[config.mk]
export PLATFORM = sky130hd
export DESIGN_NAME = rr_arbiter_4
export DESIGN_NICKNAME = d
export VERILOG_FILES = /design/src/rtl/arb_pkg.sv /design/src/rtl/decoder_2_4.sv /design/src/rtl/rr_arbiter_4.sv
export SDC_FILE = /design/constraint.sdc
export NUM_CORES = 1
export LEC_CHECK = 0
export CAP_MARGIN = 10
export CORE_UTILIZATION = 40
export CTS_BUF_LIST = sky130_fd_sc_hd__clkbuf_8
export DETAILED_ROUTE_END_ITERATION = 8
export GPL_ROUTABILITY_DRIVEN = 0
export HOLD_SLACK_MARGIN = 0.02
export SKIP_LAST_GASP = 1
export SLEW_MARGIN = 15
export SYNTH_ARGS = -nofsm -noshare
export SYNTH_HDL_FRONTEND = slang
export SYNTH_SLANG_ARGS = --single-unit
[constraint.sdc]
create_clock -name clk -period 3.26 [get_ports clk]
set_clock_uncertainty 0.1 [all_clocks]
set_input_delay 0.652 -clock clk [delete_from_list [all_inputs] [get_ports clk]]
set_output_delay 0.652 -clock clk [all_outputs]
set_load 0.1 [all_outputs]
[src/rtl/arb_pkg.sv]
// Shared types and the rotating-priority pick used by the four-client arbiter.
package arb_pkg;

  localparam int N_REQ = 4;

  typedef enum logic {
    IDLE  = 1'b0,
    GRANT = 1'b1
  } arb_state_t;

  // First set bit at or above start, wrapping 3->0; returns start when req is empty.
  function automatic logic [1:0] rr_pick(input logic [3:0] req, input logic [1:0] start);
    logic [1:0] idx;
    rr_pick = start;
    for (int k = N_REQ - 1; k >= 0; k--) begin
      idx = start + 2'(k);
      if (req[idx]) rr_pick = idx;
    end
  endfunction

endpackage

[src/rtl/decoder_2_4.sv]
// 2-to-4 enable decoder: one-hot bcode selected by a while en is high, zero otherwise.
module decoder_2_4 (
  input  logic       en,
  input  logic [1:0] a,
  output logic [3:0] bcode
);

  assign bcode = en ? (4'b0001 << a) : 4'b0000;

endmodule

[src/rtl/rr_arbiter_4.sv]
// Four-client round-robin arbiter with ownership hold and optional hold timeout.
// The winner index is registered; the one-hot grant is decoded from registered state only.
module rr_arbiter_4
  import arb_pkg::*;
#(
  parameter int MAX_HOLD = 8
) (
  input  logic       clk,
  input  logic       reset,
  input  logic [3:0] req,
  output logic [3:0] grant,
  output logic       grant_valid,
  output logic [1:0] grant_id
);

  localparam int CW = (MAX_HOLD == 0) ? 1 : $clog2(MAX_HOLD + 1);
  localparam logic [CW-1:0] HOLD_LAST = CW'((MAX_HOLD == 0) ? 0 : MAX_HOLD - 1);
  localparam bit TIMEOUT_EN = (MAX_HOLD != 0);

  arb_state_t    state_q,    state_d;
  logic [1:0]    grant_id_q, grant_id_d;
  logic [1:0]    ptr_q,      ptr_d;
  logic [CW-1:0] hold_cnt_q, hold_cnt_d;

  logic [3:0] others;
  logic [1:0] next_ptr;

  assign others   = req & ~(4'b0001 << grant_id_q);
  assign next_ptr = grant_id_q + 2'd1;

  // NOTE: every signal gets a default at the top so no path leaves it unassigned (no latch).
  always_comb begin
    state_d    = state_q;
    grant_id_d = grant_id_q;
    ptr_d      = ptr_q;
    hold_cnt_d = hold_cnt_q;
    unique case (state_q)
      IDLE: begin
        if (|req) begin
          state_d    = GRANT;
          grant_id_d = rr_pick(req, ptr_q);
          hold_cnt_d = '0;
        end
      end
      GRANT: begin
        if (!req[grant_id_q]) begin
          ptr_d = next_ptr;
          if (|others) begin
            grant_id_d = rr_pick(others, next_ptr);
            hold_cnt_d = '0;
          end else begin
            state_d    = IDLE;
            grant_id_d = 2'd0;
            hold_cnt_d = '0;
          end
        end else if (TIMEOUT_EN && (hold_cnt_q == HOLD_LAST) && (|others)) begin
          ptr_d      = next_ptr;
          grant_id_d = rr_pick(others, next_ptr);
          hold_cnt_d = '0;
        end else if (hold_cnt_q != HOLD_LAST) begin
          hold_cnt_d = hold_cnt_q + CW'(1);
        end
      end
      default: state_d = IDLE;
    endcase
  end

  // NOTE: sequential state uses non-blocking assignments so all flops update together.
  always_ff @(posedge clk) begin
    if (reset) begin
      state_q    <= IDLE;
      grant_id_q <= 2'd0;
      ptr_q      <= 2'd0;
      hold_cnt_q <= '0;
    end else begin
      state_q    <= state_d;
      grant_id_q <= grant_id_d;
      ptr_q      <= ptr_d;
      hold_cnt_q <= hold_cnt_d;
    end
  end

  assign grant_valid = (state_q == GRANT);
  assign grant_id    = grant_id_q;

  decoder_2_4 u_dec (
    .en    (grant_valid),
    .a     (grant_id_q),
    .bcode (grant)
  );

endmodule

==> results_dict.tcl <==
set metrics [dict create \
    track_usage_pct 21.0 \
    dieArea_um2 2360 \
    syn_to_final_growth_pct 18.3 \
    cts_hold_buf 0 \
    dr.max_layer_used "met4" \
    ir_drop_uv 288 \
    dp_hpwl_um 1610 \
    fp.dieH_um 48.6 \
    start_util_pct 43.3 \
    ant_nets 0 \
    ys.flop_type "dfxtp_1" \
    arrival_ns 2.82 \
    post_cts_buffers 0 \
    post-synth-top-area-cell "dfxtp_1" \
    synth_top_area_share_pct 20.8 \
    worst_pin_slew_ns 0.617 \
    netlist_top_cells_area "dfxtp_1 (21%), ha_1 (7.2%), nor2b_1 (7.2%)" \
    period_needed_ns 2.78 \
    nNetsFinal 133 \
    cap_violations 0 \
    synth_cell_types 46 \
    dr_wl_met3_um 69 \
    avgSynthCellArea_um2 7.88 \
    cts_tree "done" \
    synth_edf_count 0 \
    critPathKind "in2reg" \
    ys_async_sr_fraction_pct 0 \
    antenna_found_initial 0 \
    slew_violations 0 \
    first_global_vias 753 \
    synthesis.nets 121 \
    hold_viol_final 0 \
    vias_per_cell 5.83 \
    layout_common_cells "nor2b_1 (10), nor2_1 (10), dfxtp_1 (9), o21ai_0 (8), buf_4 (8)" \
    num_vias 863 \
    slowest_stage "mux4_2" \
    cp-end-kind "flop" \
    yosysSeqAreaShare_pct 20.8 \
    post-route-util_pct 51.2 \
    netlist_area_um2 867 \
    finalHoldWorstSlack_ns 0.434 \
    rsz0062_at_grt "false" \
    cts-root-buf "clkbuf_8" \
    finalSetupViolations 0 \
    grt_max_degree 17 \
    fin_setup_tns_ns 0 \
    fin_crit_sh_pct 85.2 \
    insertion_delay_ns 0.24 \
    portBuffers 12 \
    wl_met1_um 1040 \
    first_pass_iters 4 \
    status "complete, no violations" \
    post_cts_resized 0 \
    critPathTopFamily "multiplexers" \
    clkTransAtPathRegs_ns 0.04 \
    cts_max_level 1 \
    worstPathMaxFanout 10 \
    rows 16 \
    die_x_um 48.6 \
    timing.fmax_mhz 360 \
    pin_count 13 \
    ys_ff_latch 9 \
    crit_chain "clkdlybuf4s50_1, mux4_2, and2_4, a31o_4, or3_1, a211oi_2" \
    slowest_delay_ns 0.58 \
    cp_num_buf_inv 1 \
    drt_iter0_markers 36 \
    totalWireLength_um 2160 \
    hold_path.class "reg2reg" \
    p_leak_nw 0.428 \
    diodes 0 \
    drt-wirelength-per-cell_um 14.6 \
    grt_overflow 0 \
    required_ns 3.31 \
    drc 0 \
    core_um2 2000 \
    ys_warn_count 0 \
    max_slew_margin_pct 58.7 \
    synthCells 110 \
    critPathLaunchType "input port" \
    grt_pass1_wl_um 3800 \
    numCtsBuffers 3 \
    powerDensity_nw_per_um2 556 \
    drive_gt1_share_pct 14.9 \
    clock-sinks 9 \
    wl_met2_um 1020 \
    clock_path_buffers 2 \
]
state kept, by name, indices dropped and copies added, names as in the netlist:
| name | flops |
|---|---|
| hold_cnt_q | 4 |
| grant_id | 2 |
| ptr_q | 2 |
| grant_valid | 1 |
Yosys cell counts (2+ instances only):
| cell type | count |
|---|---|
| ha_1 | 5 |
| nor3_1 | 3 |
| nand2b_1 | 4 |
| o21ai_0 | 8 |
| and2_1 | 7 |
| clkbuf_1 | 4 |
| dfxtp_1 | 9 |
| a31oi_1 | 2 |
| inv_1 | 2 |
| nor2_1 | 10 |
| o21ai_1 | 2 |
| or4_1 | 2 |
| a21oi_1 | 5 |
| nand3_1 | 2 |
| nand2_1 | 2 |
| nor2b_1 | 10 |
| nor4_1 | 2 |
| mux2i_1 | 2 |
| and3b_1 | 2 |
logic make-up (layout without fill, tap and decap cells):
| group | after synthesis | count (layout) | share of synthesized area (%) |
|---|---|---|---|
| xor+xnor | 1 | 1 | 1.01 |
| simple gates | 51 | 51 | 34.9 |
| mux | 3 | 3 | 4.91 |
| flops | 9 | 9 | 20.8 |
| compound gates | 32 | 32 | 26.4 |
| fa+ha+maj | 5 | 5 | 7.22 |
| buf+inv | 9 | 20 | 4.76 |
layout make-up:
class / count / area (µm²)
clock buffers: 3 / 41.3
multi-input cells: 92 / 646
fillers: 212 / 976
clock inverters: 1 / 3.75
inverters: 3 / 11.3
flip-flops and latches: 9 / 180
repair buffers: 13 / 110
well taps: 27 / 33.8
worst reg2reg max path, stage by stage, from the launching register on:
cell and delay [ns]:
dfxtp_1 0.65, inv_2 0.15, ha_1 0.44, or3b_1 0.41
a32oi_1 0.25, nor2_1 0.07, o211a_1 0.23, nor4_1 0.15
per-stage QoR:
step | setup WS (ns) | std cells | area, µm² | total power [W]
detailed placement | 0.256 | 144 | 981 | 0.000442
global placement | 0.315 | 144 | 981 | 0.000442
CTS | 0.490 | 148 | 1030 | 0.000572
global route | 0.358 | 148 | 1030 | 0.000610
finish | 0.483 | 148 | 1030 | 0.000571
floorplan | 0.167 | 110 | 867 | 0.000377
where the power goes:
group          internal (W)  total [W]  switching [W]
Sequential         0.000122   0.000150      0.0000273
Clock             0.0000823   0.000130      0.0000472
Combinational     0.0000991   0.000292       0.000193
final timing paths:
path,depth (start not counted),endpoint,slack [ns],start
max,6,hold_cnt_q[3],0.48,req[2]
min reg2reg,2,hold_cnt_q[3],0.43,hold_cnt_q[3]
max reg2reg,7,grant_id[0],0.71,grant_id[0]
min,2,hold_cnt_q[3],0.43,hold_cnt_q[3]
metal layers:
metal	global-route usage (%)	vias to the layer above
li1	-	425
met2	30.5	16
met4	8.82	0
met5	0	-
met3	3.77	5
met1	30.0	417
Power figures use the tool's default switching activity.
